<file path="src/rtl/lsu_pkg.sv">
// Shared types and helpers for the multi-outstanding LSU.
// Optional build macro: LSU_PERF_CNT_EN (performance counters and per-slot ages).
package lsu_pkg;

  localparam int unsigned LSU_MAX_SLOTS = 16;

  typedef enum logic [1:0] {
    DC_LOAD  = 2'd0,
    DC_STORE = 2'd1,
    DC_ATOM  = 2'd2
  } dc_req_type_e;

  typedef struct packed {
    logic       valid;
    logic [4:0] rd;
    logic       is_vector;
    logic       is_atomic;
  } lsu_slot_t;

  // Lowest index whose mask bit is clear; callers pad unused upper bits with 1.
  function automatic logic [4:0] first_free(input logic [LSU_MAX_SLOTS-1:0] mask);
    logic [4:0] idx;
    idx = 5'd0;
    for (int i = LSU_MAX_SLOTS - 1; i >= 0; i--) begin
      if (!mask[i]) idx = 5'(i);
    end
    return idx;
  endfunction

endpackage

</file>
<file path="src/rtl/lsu_tag_table.sv">
// Pending-request table: slot index is the cache tag. Allocates lowest free slot,
// frees on response, flags responses to empty or out-of-range tags. Ages under LSU_PERF_CNT_EN.
module lsu_tag_table
  import lsu_pkg::*;
#(
  parameter int unsigned NUM_OUTSTANDING = 4,
  parameter int unsigned ID_W            = 8,
  parameter int unsigned TAG_W           = $clog2(NUM_OUTSTANDING)
) (
  input  logic             clk,
  input  logic             rst,
  input  logic             alloc_i,
  input  logic [4:0]       alloc_rd_i,
  input  logic             alloc_vec_i,
  input  logic             alloc_atomic_i,
  output logic [TAG_W-1:0] alloc_tag_o,
  input  logic             resp_valid_i,
  input  logic [ID_W-1:0]  resp_id_i,
  output logic             resp_hit_o,
  output logic [4:0]       resp_rd_o,
  output logic             resp_vec_o,
  output logic             resp_atomic_o,
`ifdef LSU_PERF_CNT_EN
  output logic [7:0]       resp_age_o,
`endif
  output logic             full_o,
  output logic             empty_o
);

  lsu_slot_t                    slots_q [NUM_OUTSTANDING];
  lsu_slot_t                    slots_d [NUM_OUTSTANDING];
  logic [NUM_OUTSTANDING-1:0]   valid_vec;
  logic [LSU_MAX_SLOTS-1:0]     pad_mask;
  logic [TAG_W-1:0]             resp_idx;
  logic                         in_range;

  always_comb begin
    pad_mask = '1;
    for (int i = 0; i < NUM_OUTSTANDING; i++) begin
      valid_vec[i] = slots_q[i].valid;
      pad_mask[i]  = slots_q[i].valid;
    end
    alloc_tag_o = TAG_W'(first_free(pad_mask));
    resp_idx    = TAG_W'(resp_id_i);
    in_range    = (32'(resp_id_i) < NUM_OUTSTANDING);
    resp_hit_o  = resp_valid_i && in_range && slots_q[resp_idx].valid;
    resp_rd_o     = resp_hit_o ? slots_q[resp_idx].rd        : 5'd0;
    resp_vec_o    = resp_hit_o ? slots_q[resp_idx].is_vector : 1'b0;
    resp_atomic_o = resp_hit_o ? slots_q[resp_idx].is_atomic : 1'b0;
  end

  // Free and allocate never target the same slot: allocation only picks registered-free slots.
  always_comb begin
    for (int i = 0; i < NUM_OUTSTANDING; i++) slots_d[i] = slots_q[i];
    if (resp_hit_o) slots_d[resp_idx] = '0;
    if (alloc_i) begin
      slots_d[alloc_tag_o] = '{valid: 1'b1, rd: alloc_rd_i,
                               is_vector: alloc_vec_i, is_atomic: alloc_atomic_i};
    end
  end

  always_ff @(posedge clk or posedge rst) begin
    if (rst) begin
      for (int i = 0; i < NUM_OUTSTANDING; i++) slots_q[i] <= '0;
    end else begin
      for (int i = 0; i < NUM_OUTSTANDING; i++) slots_q[i] <= slots_d[i];
    end
  end

  assign full_o  = &valid_vec;
  assign empty_o = ~|valid_vec;

`ifdef LSU_PERF_CNT_EN
  logic [7:0] age_q [NUM_OUTSTANDING];
  logic [7:0] age_d [NUM_OUTSTANDING];

  always_comb begin
    for (int i = 0; i < NUM_OUTSTANDING; i++) begin
      age_d[i] = age_q[i];
      if (alloc_i && (alloc_tag_o == TAG_W'(i))) age_d[i] = 8'd0;
      else if (slots_q[i].valid && (age_q[i] != 8'hFF)) age_d[i] = age_q[i] + 8'd1;
    end
    resp_age_o = resp_hit_o ? age_q[resp_idx] : 8'd0;
  end

  always_ff @(posedge clk or posedge rst) begin
    if (rst) begin
      for (int i = 0; i < NUM_OUTSTANDING; i++) age_q[i] <= 8'd0;
    end else begin
      for (int i = 0; i < NUM_OUTSTANDING; i++) age_q[i] <= age_d[i];
    end
  end
`endif

endmodule

</file>
<file path="src/rtl/lsu_mo_core.sv">
// Multi-outstanding LSU: combinational issue to the D-cache, tag-tracked loads/atomics,
// atomics serialised behind an empty table. LSU_PERF_CNT_EN adds perf counter ports.
module lsu_mo_core
  import lsu_pkg::*;
#(
  parameter int unsigned NUM_OUTSTANDING = 4,
  parameter int unsigned ADDR_W          = 32,
  parameter int unsigned DATA_W          = 128,
  parameter int unsigned ID_W            = 8
) (
  input  logic              clk,
  input  logic              rst,
  input  logic              req_valid,
  input  logic              req_is_store,
  input  logic              req_is_vector,
  input  logic              req_is_atomic,
  input  logic [2:0]        req_funct3,
  input  logic [ADDR_W-1:0] req_addr,
  input  logic [DATA_W-1:0] req_wdata,
  input  logic [7:0]        req_wstrb,
  input  logic [3:0]        req_vec_wmask,
  input  logic [4:0]        req_rd,
  output logic              req_ready,
  output logic              dc_req_valid,
  output logic [1:0]        dc_req_type,
  output logic [2:0]        dc_req_atomic_op,
  output logic [ADDR_W-1:0] dc_req_addr,
  output logic [DATA_W-1:0] dc_req_wdata,
  output logic [7:0]        dc_req_wstrb,
  output logic              dc_req_is_vector,
  output logic [3:0]        dc_req_vec_wmask,
  output logic [ID_W-1:0]   dc_req_id,
  input  logic              dc_req_ready,
  input  logic              dc_resp_valid,
  input  logic [DATA_W-1:0] dc_resp_data,
  input  logic [ID_W-1:0]   dc_resp_id,
  input  logic              dc_resp_err,
  output logic              wb_valid,
  output logic              wb_is_vector,
  output logic [4:0]        wb_rd,
  output logic [DATA_W-1:0] wb_data,
  output logic              err_valid,
  output logic              stray_resp,
  output logic              busy,
  output logic              full
`ifdef LSU_PERF_CNT_EN
  ,
  output logic [31:0]       perf_loads,
  output logic [31:0]       perf_stall_full,
  output logic [31:0]       perf_lat_sum
`endif
);

  localparam int unsigned TAG_W = $clog2(NUM_OUTSTANDING);

  logic             atomic_inflight_q, atomic_inflight_d;
  logic             accept_ok, accept, alloc, is_store_only, resp_ok;
  logic [TAG_W-1:0] alloc_tag;
  logic             hit, hit_vec, hit_atomic, tbl_full, tbl_empty;
  logic [4:0]       hit_rd;
  dc_req_type_e     req_type;
`ifdef LSU_PERF_CNT_EN
  logic [7:0]       hit_age;
`endif

  lsu_tag_table #(
    .NUM_OUTSTANDING(NUM_OUTSTANDING),
    .ID_W           (ID_W),
    .TAG_W          (TAG_W)
  ) u_tag_table (
    .clk           (clk),
    .rst           (rst),
    .alloc_i       (alloc),
    .alloc_rd_i    (req_rd),
    .alloc_vec_i   (req_is_vector),
    .alloc_atomic_i(req_is_atomic),
    .alloc_tag_o   (alloc_tag),
    .resp_valid_i  (dc_resp_valid),
    .resp_id_i     (dc_resp_id),
    .resp_hit_o    (hit),
    .resp_rd_o     (hit_rd),
    .resp_vec_o    (hit_vec),
    .resp_atomic_o (hit_atomic),
`ifdef LSU_PERF_CNT_EN
    .resp_age_o    (hit_age),
`endif
    .full_o        (tbl_full),
    .empty_o       (tbl_empty)
  );

  // Handshake: a request transfers on req_valid && req_ready; the same cycle the cache
  // sees dc_req_valid && dc_req_ready. Acceptance depends only on registered state.
  assign is_store_only = req_is_store && !req_is_atomic;

  always_comb begin
    accept_ok = 1'b0;
    if (!atomic_inflight_q) begin
      if (req_is_atomic)     accept_ok = tbl_empty;
      else if (req_is_store) accept_ok = 1'b1;
      else                   accept_ok = !tbl_full;
    end
  end

  always_comb begin
    req_type = DC_LOAD;
    if (req_is_atomic)     req_type = DC_ATOM;
    else if (req_is_store) req_type = DC_STORE;
  end

  assign req_ready    = dc_req_ready && accept_ok;
  assign dc_req_valid = req_valid && accept_ok;
  assign accept       = req_valid && req_ready;
  assign alloc        = accept && !is_store_only;

  assign dc_req_type      = req_type;
  assign dc_req_atomic_op = req_funct3;
  assign dc_req_addr      = req_addr;
  assign dc_req_wdata     = req_wdata;
  assign dc_req_wstrb     = req_wstrb;
  assign dc_req_is_vector = req_is_vector;
  assign dc_req_vec_wmask = req_vec_wmask;
  assign dc_req_id        = is_store_only ? '0 : ID_W'(alloc_tag);

  always_comb begin
    atomic_inflight_d = atomic_inflight_q;
    if (accept && req_is_atomic)  atomic_inflight_d = 1'b1;
    else if (hit && hit_atomic)   atomic_inflight_d = 1'b0;
  end

  always_ff @(posedge clk or posedge rst) begin
    if (rst) atomic_inflight_q <= 1'b0;
    else     atomic_inflight_q <= atomic_inflight_d;
  end

  assign resp_ok      = hit && !dc_resp_err;
  assign wb_valid     = resp_ok;
  assign err_valid    = hit && dc_resp_err;
  assign wb_rd        = hit_rd;
  assign wb_is_vector = resp_ok && hit_vec;
  assign wb_data      = resp_ok ? dc_resp_data : '0;
  assign stray_resp   = dc_resp_valid && !hit;
  assign busy         = !tbl_empty || atomic_inflight_q;
  assign full         = tbl_full;

`ifdef LSU_PERF_CNT_EN
  logic [31:0] perf_loads_q, perf_loads_d;
  logic [31:0] perf_stall_q, perf_stall_d;
  logic [31:0] perf_lat_q, perf_lat_d;
  logic [32:0] lat_sum_wide;

  always_comb begin
    perf_loads_d = perf_loads_q;
    perf_stall_d = perf_stall_q;
    if (accept && !req_is_store && !req_is_atomic && (perf_loads_q != '1))
      perf_loads_d = perf_loads_q + 32'd1;
    if (req_valid && tbl_full && (perf_stall_q != '1))
      perf_stall_d = perf_stall_q + 32'd1;
    lat_sum_wide = {1'b0, perf_lat_q} + {25'd0, hit_age};
    perf_lat_d   = lat_sum_wide[32] ? '1 : lat_sum_wide[31:0];
  end

  always_ff @(posedge clk or posedge rst) begin
    if (rst) begin
      perf_loads_q <= '0;
      perf_stall_q <= '0;
      perf_lat_q   <= '0;
    end else begin
      perf_loads_q <= perf_loads_d;
      perf_stall_q <= perf_stall_d;
      perf_lat_q   <= perf_lat_d;
    end
  end

  assign perf_loads      = perf_loads_q;
  assign perf_stall_full = perf_stall_q;
  assign perf_lat_sum    = perf_lat_q;
`endif

endmodule

</file>
<file path="config.mk">
export PLATFORM = sky130hd
export DESIGN_NAME = lsu_mo_core
export DESIGN_NICKNAME = d
export VERILOG_FILES = /design/src/rtl/lsu_pkg.sv /design/src/rtl/lsu_tag_table.sv /design/src/rtl/lsu_mo_core.sv
export SDC_FILE = /design/constraint.sdc
export NUM_CORES = 1
export LEC_CHECK = 0
export CAP_MARGIN = 10
export CORE_AREA = 2 2 257 259
export DETAILED_ROUTE_END_ITERATION = 7
export DIE_AREA = 0 0 259 261
export GPL_TIMING_DRIVEN = 0
export SKIP_CTS_REPAIR_TIMING = 1
export SLEW_MARGIN = 20
export SYNTH_ARGS = -nofsm -noshare
export SYNTH_HDL_FRONTEND = slang
export SYNTH_SLANG_ARGS = --single-unit
</file>
<file path="constraint.sdc">
create_clock -name clk -period 4.6 [get_ports clk]
set_clock_uncertainty 0.15 [all_clocks]
set_input_delay 0.46 -clock clk [delete_from_list [all_inputs] [get_ports clk]]
set_output_delay 0.46 -clock clk [all_outputs]
set_load 0.005 [all_outputs]
</file>
After elaboration in Yosys (flattened, before gate mapping)
Index checks and enable logic that the tools add are counted.
{ "totals": {"reg_bits": 33, "latchBits": 0, "ramBits": 0, "mem_bits_ro": 0, "input_bits": 325, "wordCells": 77, "mem_count": 0} }
{ "classes": {"add_sub_neg": 0, "multipliers": 0, "div_mod_pow": 0, "n_lt_le_gt_ge": 5, "eq_ne": 0, "n_shift": 0, "mux": 26, "bitwise": 4, "n_reduce_logical": 25} }
{ "ops": {"columns": ["cell", "count"], "rows": [
  ["$mux W128", 1],
  ["$mux W32", 2],
  ["$and A32 B32 Y32", 1],
  ["$bwmux W32", 1],
  ["$demux W8 S2", 2],
  ["$mux W8", 4],
  ["$not A32 Y32", 1],
  ["$bmux W8 S2", 1],
  ["$logic_and A1 B1 Y1", 15],
  ["$mux W2", 6],
  ["$lt A8 B3 Y1 const B", 1],
  ["$mux W1", 8],
  ["$ge A3 B3 Y1 const B", 2],
  ["$logic_not A1 Y1", 6],
  ["$lt A3 B1 Y1 const B", 2],
  ["$not A2 Y3", 2],
  ["$mux W5", 1],
  ["$reduce_and A4 Y1", 1],
  ["$reduce_or A4 Y1", 1],
  ["$reduce_bool A2 Y1", 1],
  ["$logic_or A1 B1 Y1", 1]
]} }

Longest topological paths before layout
Gate-level depths: netlist of run 1.
{ "logic_depth": {"word_depth": 11, "mapped_depth": 7} }

Modules after synthesis
Synthesis of run 1 repeated with hierarchy kept, for this count alone.
{ "unflattened": {"hier_cells": 480, "hier_area_um2": 4085.2} }
{ "modules_own_cells": {"columns": ["mod", "n_inst", "cells_per_inst", "area_each_um2", "seq_area_each_um2"], "rows": [
  ["lsu_mo_core", 1, 345, 2391.0, 25.0],
  ["lsu_tag_table", 1, 135, 1694.1, 800.8]
]} }

Worst setup path before layout of run 1
OpenSTA, ideal clock, no wires.
{ "synth_path": {"path_type": "input to output", "start": "input port dc_resp_id[0]", "end": "output port wb_data[100]", "arrival_ps": 1759, "required_time_ps": 3990, "path_slack_ps": 2231, "path_stages": 7, "n_path_buf": 3, "path_cell_list": "buf_2 > mux4_2 > nand3b_4 > nor2_4 > buf_6 > clkbuf_2 > and2_1"} }
{ "synth_via": {"elab_chain_len": 7, "elab_cells_between_ends": 9} }
{ "synth_lines": {"columns": ["item", "line", "text"], "rows": [
  ["from (decl)", "lsu_mo_core.sv:36", "input logic [ID_W-1:0] dc_resp_id,"],
  ["branches (longest 4 deep; another with $lt A8 B3 Y1)", null, null],
  ["$logic_and A1 B1 Y1 (*)", "lsu_tag_table.sv:46", "resp_hit_o = resp_valid_i && in_range && slots_q[resp_idx].valid;"],
  ["$logic_and A1 B1 Y1 (*)", "lsu_mo_core.sv:135", "assign resp_ok = hit && !dc_resp_err;"],
  ["$mux W128 (*)", "lsu_mo_core.sv:140", "assign wb_data = resp_ok ? dc_resp_data : '0;"],
  ["to (decl)", "lsu_mo_core.sv:41", "output logic [DATA_W-1:0] wb_data,"]
]} }
Mark *: on every way between the ends. The select of a mux whose other input is x is not followed.

Final worst setup path of run 1
{ "layout_path": {"start": "input port dc_resp_id[4]", "end": "output port wb_data[46]"} }
{ "layout_via": {"elab_chain_len": 5} }
{ "layout_lines": {"columns": ["item", "line", "text"], "rows": [
  ["$lt A8 B3 Y1", "lsu_tag_table.sv:45", "in_range = (32'(resp_id_i) < NUM_OUTSTANDING);"],
  ["$logic_and A1 B1 Y1 (2 in series)", "lsu_tag_table.sv:46", null],
  ["$logic_and A1 B1 Y1", "lsu_mo_core.sv:135", null],
  ["$mux W128", "lsu_mo_core.sv:140", null]
]} }
Every way passes these cells.

==> impl_metrics.env, run 1 <==
export IMPL_status="finished, final reports clean"
export IMPL_leakage_nw=4.004
export IMPL_clock_fmax_mhz=242.6
export IMPL_ys_seq_area_share_pct=20.93
export IMPL_p_clk_share_pct=24.7
export IMPL_synth_edf_count=0
export IMPL_grt_pass1_vias=5080
export IMPL_critPathMaxStageDelay_ps=890
export IMPL_cts_tree="built"
export IMPL_synthTopCellsByArea="buf_4, and2_1, dfrtp_1"
export IMPL_fp_row_count=94
export IMPL_synth_top_area_share_pct=34.82
export IMPL_worstSetupPathType="primary input to output port"
export IMPL_final_layout_size_suffix_gt1_share_pct=24.02
export IMPL_netlist_cell_type_count=38
export IMPL_numCtsBuffers=5
export IMPL_grt_first_pass_wirelength_mm=46.51
export IMPL_io_pins=652
export IMPL_crit_chain="clkdlybuf4s50_1 > or4b_1 > nand3b_4 > nor2_4 > buf_6 > clkbuf_2 > and2_1 > clkdlybuf4s50_1"
export IMPL_antenna_found_initial=4
export IMPL_vias=4913
export IMPL_dr_pass1_iters=4
export IMPL_crit_top_cell="clkdlybuf4s50_1"
export IMPL_area_growth_pct=151.4
export IMPL_p_total_w=0.001585
export IMPL_setup_worst_path_start_class="primary input"
export IMPL_fp_dieH_um=261
export IMPL_instances_no_fill=1808
export IMPL_layout_nets=1265
export IMPL_antenna_left=0
export IMPL_die_area_mm2=0.06760
export IMPL_swShare_pct=27.03
export IMPL_fin_ws_ps=477.5
export IMPL_globalplace_congestion=0.7884
export IMPL_tns_ps=0
export IMPL_yosysMostFrequentCell="buf_4"
export IMPL_yosys_area_top_type="buf_4"
export IMPL_worst_ep_required_time_ps=3990
export IMPL_synth_seq_cells=33
export IMPL_place_inst=1797
export IMPL_synthArstFlopShare_pct=100.0
export IMPL_synthCells=459
export IMPL_seq_power_share_pct=28.2
export IMPL_cp_max_fo=10
export IMPL_switching_power_w=0.0004284
export IMPL_peakVddDrop_mv=0.2296
export IMPL_slew_limit_headroom_pct=37.87
export IMPL_final_area_mm2=0.009920
export IMPL_htree_levels=2
export IMPL_track_usage_pct=10.37
export IMPL_avgSynthCellArea_um2=8.595
export IMPL_overflow=0
export IMPL_netlist_area_mm2=0.003945
export IMPL_cts_max_path_buffers=2
export IMPL_min_period_ps=4122
export IMPL_drt_iter0_drc=94
export IMPL_finalHoldViolations=0
export IMPL_yosys_top_cells_count="buf_4, and2_1, dfrtp_1"
export IMPL_grt_max_degree=34
export IMPL_yosysWarnings=0
export IMPL_rsz0062_at_grt="false"
export IMPL_start_util_pct=6.066
export IMPL_vias_per_cell=2.717
export IMPL_cts_clk_slew_worst_paths_ps=50
export IMPL_drt_wl_total_mm=38.21
export IMPL_crit_slowest_cell="clkdlybuf4s50_1"
export IMPL_place_area_mm2=0.009739
export IMPL_p_per_area_mw_per_mm2=159.8
export IMPL_clkLatencyLatePin_ps=280
export IMPL_coreArea_mm2=0.06504
export IMPL_p_int_w=0.001157
export IMPL_wl_per_cell_um=21.13
export IMPL_numPortBuffers=469
export IMPL_die_width_um=259
export IMPL_synth_flop_cell="dfrtp_1"
export IMPL_cp_arrival_ps=3510
export IMPL_cts_root_buf="clkbuf_16"
export IMPL_combPwrFrac_pct=47.1
export IMPL_slew_violations=0
export IMPL_finalCritPeriodShare_pct=89.62
export IMPL_setup_viol=0
export IMPL_dpl_hpwl_mm=35.14
export IMPL_worstHoldPathType="flop to flop"
export IMPL_drc_errors=0
export IMPL_dp_slack_ps=572.7
export IMPL_worst_pin_slew_ps=929.5
export IMPL_cts_sinks=33
export IMPL_cap_viol_max_count=0
export IMPL_endpoint_kind="output port"
power by group through the flow:
stage               Clock [W]  Combinational (W)  Sequential (W)
floorplan                   0           0.000345        0.000422
global placement            0           0.000739        0.000444
detailed placement          0           0.000750        0.000447
CTS                  0.000395           0.000756        0.000447
global route         0.000408           0.000799        0.000457
finish               0.000391           0.000747        0.000446
path summary, 6_finish.rpt:
path,startpoint,end,slack [ps],depth (start not counted)
min reg2reg,u_tag_table.slots_q[16]$_DFF_PP0_,u_tag_table.slots_q[16]$_DFF_PP0_,340,1
max,dc_resp_id[4],wb_data[46],480,8
max in group asynchronous,rst,u_tag_table.pad_mask[2]$_DFF_PP0_,3400,2
min,u_tag_table.slots_q[16]$_DFF_PP0_,u_tag_table.slots_q[16]$_DFF_PP0_,340,1
min in group asynchronous,rst,u_tag_table.pad_mask[0]$_DFF_PP0_,460,2
max reg2reg,atomic_inflight_q$_DFFE_PP0P_,u_tag_table.slots_q[17]$_DFF_PP0_,2070,4
routing by layer:
metal  wire length (um)  global-route usage [%]  up-vias
met4                248                   1.381        2
met3               9259                   11.52       16
met1              16350                   13.29     2311
met2              12340                   11.06      331
met5                 13                       0        -
li1                   -                       -     2253
cells in the final DEF, fill, tap and decap left out, types with 2 or more instances in the layout:
cell type        synthesis  routed
clkdlybuf4s50_1          0     469
nand2_1                  3       3
mux4_2                   8       8
nor2b_1                  5       5
and3_1                   2       2
nor3b_1                  3       3
nand4_1                  2       2
and2b_1                  2       2
nor3_2                   2       2
dfrtp_1                 33      33
conb_1                   1       6
clkbuf_2                10      10
clkbuf_16                0       5
a41oi_2                  3       3
and2_1                 133     133
buf_2                    8       8
a22o_1                  24      24
diode_2                  0       3
inv_1                    7       6
a21o_1                   5       5
nand2b_1                 2       2
nor2_1                   3       3
clkbuf_1                 3       4
buf_4                  183     183
sequential cells by signal (all words and copies together) (netlist names):
register              flops
u_tag_table.pad_mask      4
u_tag_table.slots_q      28
atomic_inflight_q         1
stage by stage:
stage,hold slack (ps),utilization (%)
after CTS,339.4,15.24
after detailed placement,327.3,14.97
after global placement,308.0,14.97
after global routing,358.9,15.25
after floorplan,294.6,-
final,335.2,15.25
kinds of logic (layout without fill, tap and decap cells):
logic type,after synthesis,in the layout,share of synthesized area [%]
AND/OR/NAND/NOR,167,167,27.43
flip-flops,33,33,20.93
buffers and inverters,212,689,38.34
other,1,9,0.09506
AO/OA/AOI/OAI,38,38,8.627
multiplexers,8,8,4.567
worst max-delay path, delay by kind of cell:
family | cells | cell delay, ps
buffers and inverters | 4 | 1680
and+or+nand+nor | 4 | 1330
layout make-up:
type,instances,area [um^2]
fill,7291,55120
timing repair buffer,469,4695
multi-input combinational,219,1625
buffer,205,1486
tap,864,1081
sequential,33,825.8
clock buffer,7,142.6
clock inverter,1,30.03
inverter,7,26.28
antenna,3,7.507
Note: power is estimated with default switching activity, not from simulation.
==> run 2: changes to the inputs <==
SKIP_CTS_REPAIR_TIMING = default   (was 1)
==> results of run 2 <==
Same layout as run 1: the final DEF is identical, and so are final timing and power.
